`src/rtl/sisc_pkg.sv`:
```
// Shared SISC definitions: opcodes, status bit indices, IR field positions
// and the fetch-stage state encoding.
package sisc_pkg;

  localparam logic [3:0] NOOP   = 4'd0;
  localparam logic [3:0] LOD    = 4'd1;
  localparam logic [3:0] STR    = 4'd2;
  localparam logic [3:0] SWP    = 4'd3;
  localparam logic [3:0] BRA    = 4'd4;
  localparam logic [3:0] BRR    = 4'd5;
  localparam logic [3:0] BNE    = 4'd6;
  localparam logic [3:0] BNR    = 4'd7;
  localparam logic [3:0] ALU_OP = 4'd8;
  localparam logic [3:0] HLT    = 4'd15;

  // stat = {C,N,V,Z}
  localparam int ST_C = 3;
  localparam int ST_N = 2;
  localparam int ST_V = 1;
  localparam int ST_Z = 0;

  localparam int OPC_LSB = 28;
  localparam int MM_LSB  = 24;
  localparam int RD_LSB  = 20;
  localparam int RS_LSB  = 16;
  localparam int RT_LSB  = 12;
  localparam int IMM_LSB = 0;

  localparam logic [31:0] HLT_WORD = 32'hF000_0000;

  typedef enum logic [1:0] {
    ST_IDLE = 2'd0,
    ST_REQ  = 2'd1,
    ST_LOAD = 2'd2
  } fetch_state_t;

endpackage

```
`src/rtl/sisc_br_unit.sv`:
```
// Combinational branch resolver: decides taken and computes the target
// from the IR fields, the already-incremented pc and the status word.
module sisc_br_unit
  import sisc_pkg::*;
#(
  parameter int AW = 16
) (
  input  logic [3:0]    opcode,
  input  logic [3:0]    mm,
  input  logic [15:0]   imm,
  input  logic [AW-1:0] pc,
  input  logic [3:0]    stat,
  output logic          taken,
  output logic [AW-1:0] target
);

  logic          any_set;
  logic [AW-1:0] abs_tgt;
  logic [AW-1:0] rel_tgt;

  assign any_set = |(mm & stat);

  // Immediate widened or trimmed to the PC width; relative sum wraps in AW bits.
  if (AW > 16) begin : g_wide
    assign abs_tgt = {{(AW-16){1'b0}}, imm};
    assign rel_tgt = pc + {{(AW-16){imm[15]}}, imm};
  end else if (AW == 16) begin : g_eq
    assign abs_tgt = imm;
    assign rel_tgt = pc + imm;
  end else begin : g_narrow
    assign abs_tgt = imm[AW-1:0];
    assign rel_tgt = pc + imm[AW-1:0];
  end

  always_comb begin
    taken  = 1'b0;
    target = abs_tgt;
    case (opcode)
      BRA:     taken = (mm == 4'd0) || any_set;
      BRR: begin
        taken  = (mm == 4'd0) || any_set;
        target = rel_tgt;
      end
      BNE:     taken = !any_set;
      BNR: begin
        taken  = !any_set;
        target = rel_tgt;
      end
      default: taken = 1'b0;
    endcase
  end

endmodule

```
`src/rtl/sisc_fetch.sv`:
```
// SISC instruction fetch and branch resolution stage: owns PC/IR, drives the
// imem read handshake. Optional ack timeout under SISC_FETCH_TIMEOUT_EN.
module sisc_fetch
  import sisc_pkg::*;
#(
  parameter int AW  = 16,
  parameter int IW  = 32,
  parameter int TMO = 15
) (
  input  logic          clk,
  input  logic          rst_f,
  input  logic          fetch_req,
  input  logic          br_eval,
  input  logic [3:0]    stat,
  output logic          imem_rd,
  output logic [AW-1:0] imem_addr,
  input  logic [IW-1:0] imem_data,
  input  logic          imem_ack,
  output logic          ir_valid,
  output logic [3:0]    opcode,
  output logic [3:0]    mm,
  output logic [3:0]    rd,
  output logic [3:0]    rs,
  output logic [3:0]    rt,
  output logic [15:0]   imm,
  output logic [AW-1:0] pc,
  output logic          busy,
  output logic          br_taken,
  output logic          fetch_err
);

  fetch_state_t  state_reg, state_next;
  logic [AW-1:0] pc_reg, pc_next;
  logic [IW-1:0] ir_reg, ir_next;
  logic          ir_valid_reg, ir_valid_next;
  logic          pending_reg, pending_next;
  logic          br_taken_reg, br_taken_next;
  logic          halted;
  logic          br_hit;
  logic [AW-1:0] br_target;

`ifdef SISC_FETCH_TIMEOUT_EN
  localparam int CW = $clog2(TMO + 1);
  logic [CW-1:0] cnt_reg, cnt_next;
  logic          err_reg, err_next;
`endif

  assign opcode    = ir_reg[OPC_LSB +: 4];
  assign mm        = ir_reg[MM_LSB +: 4];
  assign rd        = ir_reg[RD_LSB +: 4];
  assign rs        = ir_reg[RS_LSB +: 4];
  assign rt        = ir_reg[RT_LSB +: 4];
  assign imm       = ir_reg[IMM_LSB +: 16];
  assign pc        = pc_reg;
  assign imem_addr = pc_reg;
  assign imem_rd   = (state_reg == ST_REQ);
  assign busy      = (state_reg == ST_REQ);
  assign ir_valid  = ir_valid_reg;
  assign br_taken  = br_taken_reg;
  assign halted    = (opcode == HLT);

  sisc_br_unit #(.AW(AW)) u_br (
    .opcode (opcode),
    .mm     (mm),
    .imm    (imm),
    .pc     (pc_reg),
    .stat   (stat),
    .taken  (br_hit),
    .target (br_target)
  );

  always_comb begin
    state_next    = state_reg;
    pc_next       = pc_reg;
    ir_next       = ir_reg;
    ir_valid_next = ir_valid_reg;
    pending_next  = pending_reg;
    br_taken_next = 1'b0;
`ifdef SISC_FETCH_TIMEOUT_EN
    cnt_next      = cnt_reg;
    err_next      = err_reg;
`endif
    case (state_reg)
      ST_IDLE: begin
        if (br_eval && br_hit) begin
          // Branch wins the cycle; a coincident fetch restarts from the new pc.
          pc_next       = br_target;
          br_taken_next = 1'b1;
          pending_next  = pending_reg | (fetch_req && !halted);
        end else if (!halted && (fetch_req || pending_reg)) begin
          state_next    = ST_REQ;
          ir_valid_next = 1'b0;
          pending_next  = 1'b0;
`ifdef SISC_FETCH_TIMEOUT_EN
          cnt_next      = '0;
`endif
        end
      end
      ST_REQ: begin
        if (imem_ack) begin
          ir_next       = imem_data;
          pc_next       = pc_reg + AW'(1);
          ir_valid_next = 1'b1;
          state_next    = ST_LOAD;
`ifdef SISC_FETCH_TIMEOUT_EN
        end else if (cnt_reg == CW'(TMO - 1)) begin
          ir_next       = IW'(HLT_WORD);
          ir_valid_next = 1'b1;
          err_next      = 1'b1;
          state_next    = ST_LOAD;
        end else begin
          cnt_next      = cnt_reg + CW'(1);
`endif
        end
      end
      ST_LOAD: begin
        state_next = ST_IDLE;
        if (br_eval && br_hit) begin
          pc_next       = br_target;
          br_taken_next = 1'b1;
        end
      end
      default: state_next = ST_IDLE;
    endcase
  end

  always_ff @(posedge clk or negedge rst_f) begin
    if (!rst_f) begin
      state_reg    <= ST_IDLE;
      pc_reg       <= '0;
      ir_reg       <= '0;
      ir_valid_reg <= 1'b0;
      pending_reg  <= 1'b0;
      br_taken_reg <= 1'b0;
    end else begin
      state_reg    <= state_next;
      pc_reg       <= pc_next;
      ir_reg       <= ir_next;
      ir_valid_reg <= ir_valid_next;
      pending_reg  <= pending_next;
      br_taken_reg <= br_taken_next;
    end
  end

`ifdef SISC_FETCH_TIMEOUT_EN
  always_ff @(posedge clk or negedge rst_f) begin
    if (!rst_f) begin
      cnt_reg <= '0;
      err_reg <= 1'b0;
    end else begin
      cnt_reg <= cnt_next;
      err_reg <= err_next;
    end
  end
  assign fetch_err = err_reg;
`else
  assign fetch_err = 1'b0;
`endif

endmodule
```
`config.mk`:
```
export PLATFORM = sky130hd
export DESIGN_NAME = sisc_fetch
export DESIGN_NICKNAME = d
export VERILOG_FILES = /design/src/rtl/sisc_pkg.sv /design/src/rtl/sisc_br_unit.sv /design/src/rtl/sisc_fetch.sv
export SDC_FILE = /design/constraint.sdc
export NUM_CORES = 1
export LEC_CHECK = 0
export CAP_MARGIN = 20
export CORE_MARGIN = 3
export CORE_UTILIZATION = 46
export CTS_BUF_LIST = sky130_fd_sc_hd__clkbuf_8 sky130_fd_sc_hd__clkbuf_16
export DETAILED_ROUTE_END_ITERATION = 10
export PLACE_DENSITY = 0.84
export SLEW_MARGIN = 20
export SYNTH_ARGS = -nofsm -noshare
export SYNTH_HDL_FRONTEND = slang
export SYNTH_SLANG_ARGS = --single-unit
```
`constraint.sdc`:
```
create_clock -name clk -period 2.7 [get_ports clk]
set_input_delay 0.27 -clock clk [delete_from_list [all_inputs] [get_ports clk]]
set_output_delay 0.27 -clock clk [all_outputs]
set_load 0.05 [all_outputs]
```
== After elaboration in Yosys (flattened, before gate mapping) ==
Cells that the tools add are included.
Widths: inputs -> output; s select.

* Reductions and logical operators: 22
* Add/subtract/negate cells: 2
* Multiplexer cells: 16
* Equality and inequality tests: 11
* Bitwise logic cells: 2

{| class="wikitable"
|+ Operators by type and width
! operator !! number
|-
| $mux 16 || 3
|-
| $pmux 16 s2 || 1
|-
| $add 16x1->16 const B || 1
|-
| $add 16x16->16 || 1
|-
| $eq 4x3->1 const B || 4
|-
| $reduce_or 2->1 || 4
|-
| $mux 1 || 6
|-
| $mux 2 || 3
|-
| $ne 2x2->1 const B || 3
|-
| $reduce_and 3->1 || 2
|-
| $reduce_bool 2->1 || 3
|-
| $and 4x4->4 || 1
|-
| $eq 4x4->1 const B || 1
|-
| $logic_not 4->1 || 1
|-
| $pmux 1 s2 || 2
|-
| $pmux 2 s2 || 1
|-
| $reduce_and 2->1 || 2
|-
| $reduce_and 4->1 || 1
|-
| $reduce_or 4->1 || 1
|-
| $logic_and 1x1->1 || 3
|-
| $eq 2x1->1 const B || 1
|-
| $eq 2x2->1 const B || 1
|-
| $logic_not 1->1 || 2
|-
| $logic_not 2->1 || 1
|-
| other kinds (3) || 4
|}

* Register bits: 53
* Output and inout bits: 73
* Bits of input ports: 41

== Longest topological paths before layout ==
Gate-level depths: netlist of the first run.

* Depth after elaboration: 7
* Mapped depth: 8
* Mapped depth without buffers: 8

== By module ==
From an unflattened synthesis of the first run, not the netlist that was laid out.

* Cell total of the unflattened synthesis: 436
* Area total of the unflattened synthesis: 3570.9 sq um

{| class="wikitable"
|+ Modules (own cells, without submodules)
! module !! instances !! sequential area each (sq um) !! area an instance (sq um) !! cells each
|-
| sisc_fetch || 1 || 1326.3 || 2625.0 || 303
|-
| sisc_br_unit || 1 || 0.0 || 945.9 || 133
|}

== Worst setup path before layout of the first run ==
No wires, ideal clock.

* Kind: reg-to-reg
* Start point: register pc_reg[0] (netlist: imem_addr[0])
* End point: register pc_reg[12] (netlist: imem_addr[12])
* Cell stages (with the launch flop): 9
* Clock period less this slack: 2.558 ns
* Library setup time: 0.132 ns
* Data arrival time: 2.426 ns
* Slack: 0.142 ns
* Path through: dfrtp_1 ha_1 fa_1 a21o_1 a221oi_2 o21ai_0 a31oi_1 xor2_1 o211ai_1

* Cells in the longest elaborated chain, start to end: 4
* Elaborated cells between the ends (all ways): 6
* Those cells by class: 2 x add/sub; 4 x mux

{| class="wikitable"
|+ Ends and longest elaborated chain
! what !! RTL line !! RTL
|-
| from (decl) || sisc_fetch.sv:33 || <nowiki>logic [AW-1:0] pc_reg, pc_next;</nowiki>
|-
| from (signal assigned) || sisc_fetch.sv:137 || <nowiki>pc_reg <= pc_next;</nowiki>
|-
| $add 16x16->16 || sisc_br_unit.sv:29 || <nowiki>assign rel_tgt = pc + imm;</nowiki>
|-
| $mux 16 || sisc_br_unit.sv:38 || <nowiki>case (opcode)</nowiki>
|-
| $mux 16 || sisc_fetch.sv:85, sisc_fetch.sv:118 ||
|-
| $pmux 16 s2 * || sisc_fetch.sv:83 || <nowiki>case (state_reg)</nowiki>
|}

Mark *: on every way between the ends. The rest lies on a longest branch, timed or not. The select of a mux whose other input is x is not followed.
A chain may end at the register's enable or synchronous reset.

== Final worst setup path of the first run ==
Ends and elaborated chain as after synthesis.

==> metrics, run 1 <==
Worst Path Arrival 2.67 ns; synthesized flop and latch total 53; commonest non-fill, non-tap cell in the layout nand2_1; R2R Path End imem_addr[12]; Worst Clk Skew 0.006428 ns; die height 92.14 um; GRT Total Usage 0.2159; biggest cell delay along the critical path 0.46 ns; CP max stage cell dfrtp_1; die area 8490 um^2; clock sinks 53; Layout area overhead 35.67%; CTS Buf Count 5; Crit Path Max Fanout 7; H-Tree Depth 2; Primary FF master, synth dfrtp_1; IO Port Bufs 112; residual overflow from global routing 0; Starting Density 0.4889; outcome complete, no violations; Hold Path Class input port to asynchronous set/reset pin; CP bufs+invs 0; Core Box Area 6982 um^2; worst-case reg-to-reg path depth 8; Layout Nets 565; most frequent cells in the layout 128 x nand2_1, 111 x clkdlybuf4s50_1, 53 x dfrtp_1, 21 x a21oi_1, 18 x o21ai_0; Post-synth EDFFs 0; Reg-to-Reg Start imem_addr[0]; Iter 0 DRT Violations 223; GP Congestion 0.8644; final hold vios 0; Mean Syn Cell Area 8.285 um^2; Ant. Diodes 0; sequential area share after synthesis 0.3886; TritonCTS clock tree yes; Die X-Extent 92.14 um; Layout fillers 590; Crit path required time 2.89 ns; Setup crit start kind flip-flop; final WL 9188 um; Vias 3269; crit path kind flip-flop to flip-flop; top-area cell type share of the netlist area 0.3886; max cap viols 0; vias in the first global route 3176; Final Cycle Share 0.9164; reg2reg setup slack 0.23 ns; antenna-violating nets left 0; via density per instance 5.421; ys async rst share 1.000; row count 30; Post-Syn Nets 470; share of cells above drive strength 1 0.05128; first-pass GRT wire length 15050 um; Netlist Area Pre-Place 3413 um^2; Largest register FFs 32; CP top delay family compound AO/OA/AOI/OAI gates; Slew Limit Fails 0; Yosys top cell by area dfrtp_1; Root Buffer clkbuf_8; Slew @ Worst Pin 0.6244 ns; Tmin final 2.474 ns; initial antenna violation count 0; Highest Clock Rate 404.2 MHz; DRC violations left 0; setup_tns 0 ns; CP endpoint kind flip-flop; Synth area leaders dfrtp_1 39%, nand2_1 14%, ha_1 5.9%, buf_4 4.8%, a21o_1 3.1%; Cells after Synth 412; detailed placement HPWL 7029 um; Yosys warning count 0; Pre-Repair DR Iteration Count 4; final-report setup violation count 0; synth unique cells 59; clock transition at the registers of the reported paths 0.10 ns; crit-path cells ha_1 > fa_1 > a21o_1 > a221oi_4 > o21ai_0 > a31oi_1 > xor2_1 > o211ai_1; worst skew pair latency 0.31 ns; Boundary Pins 114; pin count of the biggest net entering global routing 31; routed len/inst 15.24 um; RSZ-0062 raised after global routing false; Slew HR 0.5822; Bufs on Longest Clock Path 2
==> area by class of cell <==
class                      instances  area (um^2)  share of cell area
clock buffer                       5        68.82             0.01486
clock inverter                     2        38.79            0.008376
inverter                           6        22.52            0.004864
multi-input combinational        315         1831              0.3953
sequential                        53         1326              0.2864
tap                               96        120.1             0.02594
timing repair buffer             126         1224              0.2643
==> logic make-up (layout without fill, tap and decap cells) <==
family | Yosys count | after routing | share of synthesized area
flip-flops | 53 | 53 | 0.3886
AO/OA/AOI/OAI | 103 | 103 | 0.2031
adder cells (fa/ha/maj) | 17 | 17 | 0.06452
multiplexers | 2 | 2 | 0.006232
other | 1 | 1 | 0.001099
buffers and inverters | 44 | 139 | 0.07845
XOR/XNOR | 11 | 11 | 0.02823
AND/OR/NAND/NOR | 181 | 181 | 0.2298
==> stage by stage <==
step | area, um^2 | hold slack [ns] | cells | util | worst slack [ns]
floorplan | 3413 | -0.02559 | 412 | - | 0.1421
global placement | 4502 | 0.2836 | 595 | 0.6448 | 0.2506
detailed placement | 4502 | 0.2847 | 595 | 0.6448 | 0.2101
CTS | 4619 | 0.4745 | 603 | 0.6616 | 0.1853
global route | 4631 | 0.4849 | 603 | 0.6633 | 0.07708
finish | 4631 | 0.4734 | 603 | 0.6633 | 0.2257
==> worst max path at each step <==
stage | cells after the start | to | slack [ns] | from
global placement | 8 | imem_addr[12] | 0.25 | imem_addr[0]
global route | 8 | imem_addr[12] | 0.08 | imem_addr[0]
detailed placement | 8 | imem_addr[12] | 0.21 | imem_addr[0]
finish | 8 | imem_addr[12] | 0.23 | imem_addr[0]
CTS | 8 | imem_addr[12] | 0.19 | imem_addr[0]
floorplan | 8 | imem_addr[12] | 0.14 | imem_addr[0]
==> cell usage after synthesis (6+ instances only) <==
library cell / instances
a21o_1: 14
o21ai_0: 18
nor2_1: 14
buf_4: 22
dfrtp_1: 53
nand3_1: 7
nand2_1: 128
clkbuf_1: 8
ha_1: 16
a31oi_1: 8
a21oi_1: 21
nor3_1: 6
xor2_1: 6
==> worst register-to-register path: cells and delay by family (launching register included) <==
| family | cells | cell delay [ns] |
|---|---|---|
| XOR/XNOR | 1 | 0.17 |
| flip-flops | 1 | 0.46 |
| AO/OA/AOI/OAI | 5 | 1.04 |
| adder cells (fa/ha/maj) | 2 | 0.69 |
==> metal layers <==
| metal | wire, um | vias up | GRT usage |
|---|---|---|---|
| li1 | - | 1602 | - |
| met1 | 3931 | 1530 | 0.2790 |
| met2 | 4419 | 131 | 0.3680 |
| met3 | 768 | 6 | 0.05250 |
| met4 | 68 | 0 | 0.04455 |
| met5 | 0 | - | 0 |
==> what timing repair did <==
item                                    4_1_cts  5_1_grt
resized for setup                             0        1
endpoints found under the hold margin        53        0
hold buffers                                  1        0
setup buffers                                 0        0
endpoints found under the setup margin        0        1
Power of run 1 is left out: the tool's default activity adds up to more than one toggle a clock period on the data nets, which glitch-free logic cannot reach.
==> run 2, diff against run 1 <==
--- a/config.mk
+++ b/config.mk
@@ -7,11 +7,12 @@
 export LEC_CHECK = 0
 export CAP_MARGIN = 20
 export CORE_MARGIN = 3
-export CORE_UTILIZATION = 46
+export CORE_UTILIZATION = 51
 export CTS_BUF_LIST = sky130_fd_sc_hd__clkbuf_8 sky130_fd_sc_hd__clkbuf_16
 export DETAILED_ROUTE_END_ITERATION = 10
-export PLACE_DENSITY = 0.84
+export PLACE_DENSITY = 0.91
 export SLEW_MARGIN = 20
 export SYNTH_ARGS = -nofsm -noshare
 export SYNTH_HDL_FRONTEND = slang
+export SYNTH_HIERARCHICAL = 1
 export SYNTH_SLANG_ARGS = --single-unit
==> constraint.sdc (replaced) <==
create_clock -name clk -period 3.01 [get_ports clk]
set_input_delay 0.301 -clock clk [delete_from_list [all_inputs] [get_ports clk]]
set_output_delay 0.301 -clock clk [all_outputs]
set_load 0.05 [all_outputs]
==> run 2 against run 1 <==
Effect of this change: routed wire length grew 7.6%; via count grew 6.8%; worst hold slack lost 0.42 ns; critical path depth grew 2; final cell count grew 1.8%; register-to-register slack is essentially flat; clock-buffer cell count is the same; die area shrank 5.3%; maximum frequency shrank 11%.
==> metrics, run 2 <==
outcome complete, no violations; first-pass GRT wire length 16080 um (+6.9%); Setup crit start kind flip-flop; Synth area leaders dfrtp_1 37%, nand2_1 14%, ha_1 5.6%, buf_4 4.6%, a21oi_1 3.8%; max cap viols 0 (unchanged); Post-synth EDFFs 0 (unchanged); Hold Path Class input port to asynchronous set/reset pin; TritonCTS clock tree yes; Mean Syn Cell Area 8.190 um^2 (-1.1%); Slew Limit Fails 0 (unchanged); Netlist Area Pre-Place 3571 um^2 (+4.6%); Ant. Diodes 0 (unchanged); initial antenna violation count 0 (unchanged); Worst Clk Skew 0.009287 ns (+0.002859 ns); ys async rst share 1.000 (unchanged); residual overflow from global routing 0 (unchanged); Die X-Extent 89.68 um (-2.7%); top-area cell type share of the netlist area 0.3714 (-0.01715); final WL 9886 um (+7.6%); Tmin final 2.784 ns (+0.3100 ns); Slew HR 0.4750 (-0.1072); CTS Hold Bufs 0 (-1); Slew @ Worst Pin 0.7875 ns (+0.1631 ns); Starting Density 0.5437 (+0.05483); commonest non-fill, non-tap cell in the layout nand2_1; Worst Path Arrival 3.02 ns (+0.35 ns); row count 29 (-3.3%); Vias 3491 (+6.8%); CTS Buf Count 5 (unchanged); worst skew pair latency 0.32 ns (about the same); Pre-Repair DR Iteration Count 5 (+1); Layout area overhead 31.22%; Cells after Synth 436 (+5.8%); Crit path required time 3.24 ns (+0.35 ns); Iter 0 DRT Violations 353 (+58%); # Post-CTS Setup Buffers 0 (unchanged); via density per instance 5.686 (+4.9%); clock transition at the registers of the reported paths 0.11 ns (about the same); IO Port Bufs 112 (unchanged); H-Tree Depth 2 (unchanged); final-report setup violation count 0 (unchanged); vias in the first global route 3411 (+7.4%); pin count of the biggest net entering global routing 36 (+16%); Core Box Area 6568 um^2 (-5.9%); Highest Clock Rate 359.2 MHz (-11%); die height 89.68 um (-2.7%); Bufs on Longest Clock Path 2 (unchanged); detailed placement HPWL 7415 um (+5.5%); Layout Nets 578 (+2.3%); DRC violations left 0 (unchanged); Yosys warning count 6 (+6); Boundary Pins 114 (unchanged); routed len/inst 16.10 um (+5.7%); Largest register FFs 32 (unchanged); Crit Path Max Fanout 7 (unchanged); Root Buffer clkbuf_8; Yosys top cell by area dfrtp_1; Post-Syn Nets 494 (+5.1%); GRT Total Usage 0.2555 (+0.03959); synthesized flop and latch total 53 (unchanged); CP endpoint kind flip-flop; setup_tns 0 ns (unchanged); clock sinks 53 (unchanged); most frequent cells in the layout 133 x nand2_1, 111 x clkdlybuf4s50_1, 53 x dfrtp_1, 27 x a21oi_1; Synth top cells by count 133 x nand2_1, 53 x dfrtp_1, 27 x a21oi_1; Primary FF master, synth dfrtp_1; final hold vios 0 (unchanged); share of cells above drive strength 1 0.05374 (+0.002461); sequential area share after synthesis 0.3714 (-0.01715); synth unique cells 54 (-8.5%); antenna-violating nets left 0 (unchanged); Layout fillers 510 (-14%); Final Cycle Share 0.9250 (+0.008617); crit path kind flip-flop to flip-flop; GP Congestion 0.9356 (+8.2%); die area 8042 um^2 (-5.3%); Post-CTS Resized 0 (unchanged); most common cell in the netlist nand2_1; RSZ-0062 raised after global routing false
-- run 2: cell count changes in the layout (fill, tap and decap cells not counted), moves of 4 or more --
cell       delta
o21ai_1       +8
and3_1        +8
mux2i_1       +4
nor2_1        -4
a21o_1        -9
nand3_1       +5
buf_4         -5
a22oi_1       -4
nand2_1       +5
a21oi_1       +6
a2bb2oi_1     +4
-- run 2: final timing paths --
path / startpoint / cells past startpoint / slack [ns] / end
max in group asynchronous: rst_f / 2 / 2.20 / imem_addr[13]
min in group clk: ir_reg[19] / 2 / 0.49 / ir_reg[19]
worst max-delay path: ir_reg[10] / 10 / 0.23 / imem_addr[15]
worst min register to register: ir_reg[19] / 2 / 0.49 / ir_reg[19]
worst min-delay path: rst_f / 1 / 0.06 / ir_reg[16]
worst max register to register: ir_reg[10] / 10 / 0.23 / imem_addr[15]
-- run 2: through the flow --
stage,hold WS [ns],cells,setup slack [ns],instance area (um^2),util
global placement,0.4210,606,0.3132,4591,0.6990
finish,0.05628,614,0.2257,4686,0.7135
global route,0.1072,614,0.001278,4686,0.7135
detailed placement,0.4268,606,0.1963,4591,0.6990
CTS,0.07855,614,0.2615,4686,0.7135
floorplan,0.005409,436,0.2908,3571,-
-- run 2: cell type report --
type,instances,area (um^2),area share
sequential,53,1326,0.2830
clock inverter,3,26.28,0.005607
clock buffer,5,68.82,0.01469
inverter,6,22.52,0.004806
tap,93,116.4,0.02483
timing repair buffer,120,1176,0.2510
multi-input combinational,334,1949,0.4160
-- run 2: kinds of logic (layout without fill, tap and decap cells) --
logic type,count (synthesis),in the layout,share of synthesized area
other cells,1,1,0.001050
mux,9,9,0.02768
simple gates,196,196,0.2460
fa+ha+maj,17,17,0.06167
buf+inv,49,134,0.08269
flops,53,53,0.3714
compound gates,98,98,0.1776
xor+xnor,13,13,0.03189
-- run 2: layer usage --
layer / vias up / routed length (um) / track usage / share of wire
met5: - / 0 / 0 / 0
met4: 0 / 147 / 0.07172 / 0.015
met3: 14 / 876 / 0.05931 / 0.089
met2: 183 / 4737 / 0.4302 / 0.48
met1: 1631 / 4124 / 0.3286 / 0.42
li1: 1663 / - / - / -
-- run 2: worst max-delay path, cell delays in order (launching register included) --
cell     delay (ns)
dfrtp_1        0.45
ha_1           0.41
a21oi_1        0.24
o21ai_1        0.14
a221o_1        0.34
a31oi_1        0.24
mux2_4         0.32
o32ai_1        0.13
nor3_1         0.08
o21a_1         0.18
a31oi_1        0.16
Power of run 2 is left out for the same reason.
==> run 3, diff against run 2 <==
--- a/config.mk
+++ b/config.mk
@@ -5,6 +5,7 @@
 export SDC_FILE = /design/constraint.sdc
 export NUM_CORES = 1
 export LEC_CHECK = 0
+export ABC_CLOCK_PERIOD_IN_PS = 3010
 export CAP_MARGIN = 20
 export CORE_MARGIN = 3
 export CORE_UTILIZATION = 51
==> results of run 3 <==
No change in the layout: final DEF, timing and power equal those of run 2.
Power of run 3 is left out for the same reason.
==> variant, RTL diff (settings of run 3) <==
Take the reset off `ir_reg` and load it in a clocked block of its own.
--- a/src/rtl/sisc_fetch.sv
+++ b/src/rtl/sisc_fetch.sv
@@ -128,18 +128,20 @@
     if (!rst_f) begin
       state_reg    <= ST_IDLE;
       pc_reg       <= '0;
-      ir_reg       <= '0;
       ir_valid_reg <= 1'b0;
       pending_reg  <= 1'b0;
       br_taken_reg <= 1'b0;
     end else begin
       state_reg    <= state_next;
       pc_reg       <= pc_next;
-      ir_reg       <= ir_next;
       ir_valid_reg <= ir_valid_next;
       pending_reg  <= pending_next;
       br_taken_reg <= br_taken_next;
     end
+  end
+
+  always_ff @(posedge clk) begin
+    ir_reg <= ir_next;
   end
 
 `ifdef SISC_FETCH_TIMEOUT_EN
Formal check against the unedited RTL: differs if rst_f is asserted again (counterexample within 4 cycles, from zero or initial values and one cycle with rst_f low); with rst_f held inactive, the same outputs for 4 cycles.
==> variant against run 3 <==
- largest cell class unchanged
- setup slack got worse by 55 ps
- area after synthesis shrank 7.7%
- clock skew about the same
- sequential cell count is the same
- wire length is 5.7% lower
- design area down 4.6%
- first-iteration DRC count down 31%
- critical endpoint is now imem_addr[12]
==> variant: results (changes against run 3) <==
The total met3 wirelength after detailed routing is 814 um (-7.1%). The run gives 42.49% (-0.53 points) as the global-route track usage on met2. For this run, the leading register cell type out of synthesis is edfxtp_1.

The number of flip-flops in the largest register came out at 32 (unchanged). Tracing the worst setup path back leads to its startpoint at imem_addr[0]. The number of buffers on the longest clock path came out at 2 (unchanged). After synthesis, the cell types taking the most area are edfxtp_1 (29%), dfrtp_1 (16%), ha_1 (6.1%), buf_4 (5.0%), a21oi_1 (4.1%). The tools report the placed cell count as 491 (-19%).

The top fanout value on the critical path was 9 (+2); the post-route non-filler standard cell count was 499 (-19%). The hold-fix buffer count after cts is 0 (unchanged), and the pin count of the biggest net entering global routing is 30 (-17%). The count of yosys warnings during synthesis was 6 (unchanged); the met3 global-route usage was 6.369% (+0.44 points). After synthesis, the most frequently instantiated cells are nand2_1 (34), edfxtp_1 (32), a21oi_1 (27), buf_4 (22), dfrtp_1 (21). The number of vias per cell was 5.970 (+5.0%); the delay of the slowest cell on the worst path was 480 ps (+30 ps).

The logs give 387 (-22%) for the post-synth net total and 516.3 ps (+460.0 ps) for the final hold slack. The async set-reset flop share out of synthesis came out at 39.62% (-60 points). The number of enable-type register cells in the synthesized netlist is 32 (+32), and the cell depth of the worst flop-to-flop path is 10 (unchanged).

The logs give 4365 um2 (-4.9%) for the cell area after placement and 0 (unchanged) for the count of antenna diodes in the layout. Worst reg2reg path endpoint: imem_addr[12]. The run finished with clean final reports. The arrival time reported for the critical path endpoint was 3050 ps (+30 ps); the proportion of layout cells with a drive suffix above 1 was 7.783% (+2.4 points). The met1 usage in global routing was 32.47% (-0.38 points). The logs give 481 (-17%) for the number of nets at the end of the flow and 6936 um (-6.5%) for the detailed placement HPWL. The number of design-rule violations left by the first detailed-router iteration is 245 (-31%).

The run gives 9327 um (-5.7%) as the total wire length. The minimum setup slack in the final design is 170.5 ps (-55.23 ps). The sum of met2 wire segment lengths after detailed routing was 4582 um (-3.3%); the global-route total usage across every layer was 25.95% (+0.40 points). The global-route wire length before repair was 15,260 um (-5.1%); the synthesized instance count was 329 (-25%).

The count of fill cells added during filler insertion was 442 (-13%); the count of different cell masters after synthesis was 55 (+1.9%). Cell with the largest stage delay on the worst path: dfrtp_1. The global placer's final weighted congestion is 0.9341 (-0.16%).

The sequential area share after synthesis came out at 45.10% (+8.0 points). The wire length on met1 was 3654 um (-11%); the area fraction in compound gates after synthesis was 18.91% (+1.1 points). Number of global-route vias before repair: 3,046 (-11%).

The xor/xnor cell area share of the yosys netlist works out to 3.455% (+0.27 points). The logs give 1.754 nW for the total leakage power and 224.6 ps (+28.31 ps) for the worst slack at placement. The setup clock skew after layout came out at 9.661 ps (+0.3741 ps).

The transition time of the tightest slew-check pin was 982.0 ps (+194.5 ps); the multiplexer share of the synthesized area was 1.746% (-1.0 points). The worst setup path endpoint was imem_addr[12]. The adder and majority gate portion of the synthesized area works out to 6.682% (+0.52 points).
-- variant: cell types whose count changed after synthesis, sizes merged, moves of 4 or more --
cell	delta
clkbuf	-4
dfrtp	-32
nand2	-99
buf	-4
edfxtp	+32
nor2	+4
nor3	+6
-- variant: final cells by class --
class	count	area, um2	area share (%)
Tap cell	75	93.84	2.099
Multi-Input combinational cell	236	1582	35.38
Sequential cell	53	1486	33.25
Clock inverter	3	25.02	0.5598
Timing Repair Buffer	122	1196	26.76
Inverter	5	18.77	0.4198
Clock buffer	5	68.82	1.539
-- variant: critical path, delay by kind of cell (launching register included) --
family	cells	cell delay (ps)
xor gates and xnor gates	1	90
adders and majority gates	2	660
and+or+nand+nor	1	220
DFF	1	480
AOI/OAI and AO/OA	6	1280
-- variant: power by group --
part           internal [mW]  total, mW  switching (mW)
registers              0.999       1.26           0.266
clock network          0.169      0.427           0.258
logic                   1.30       3.67            2.37
total                   2.46       5.36            2.90
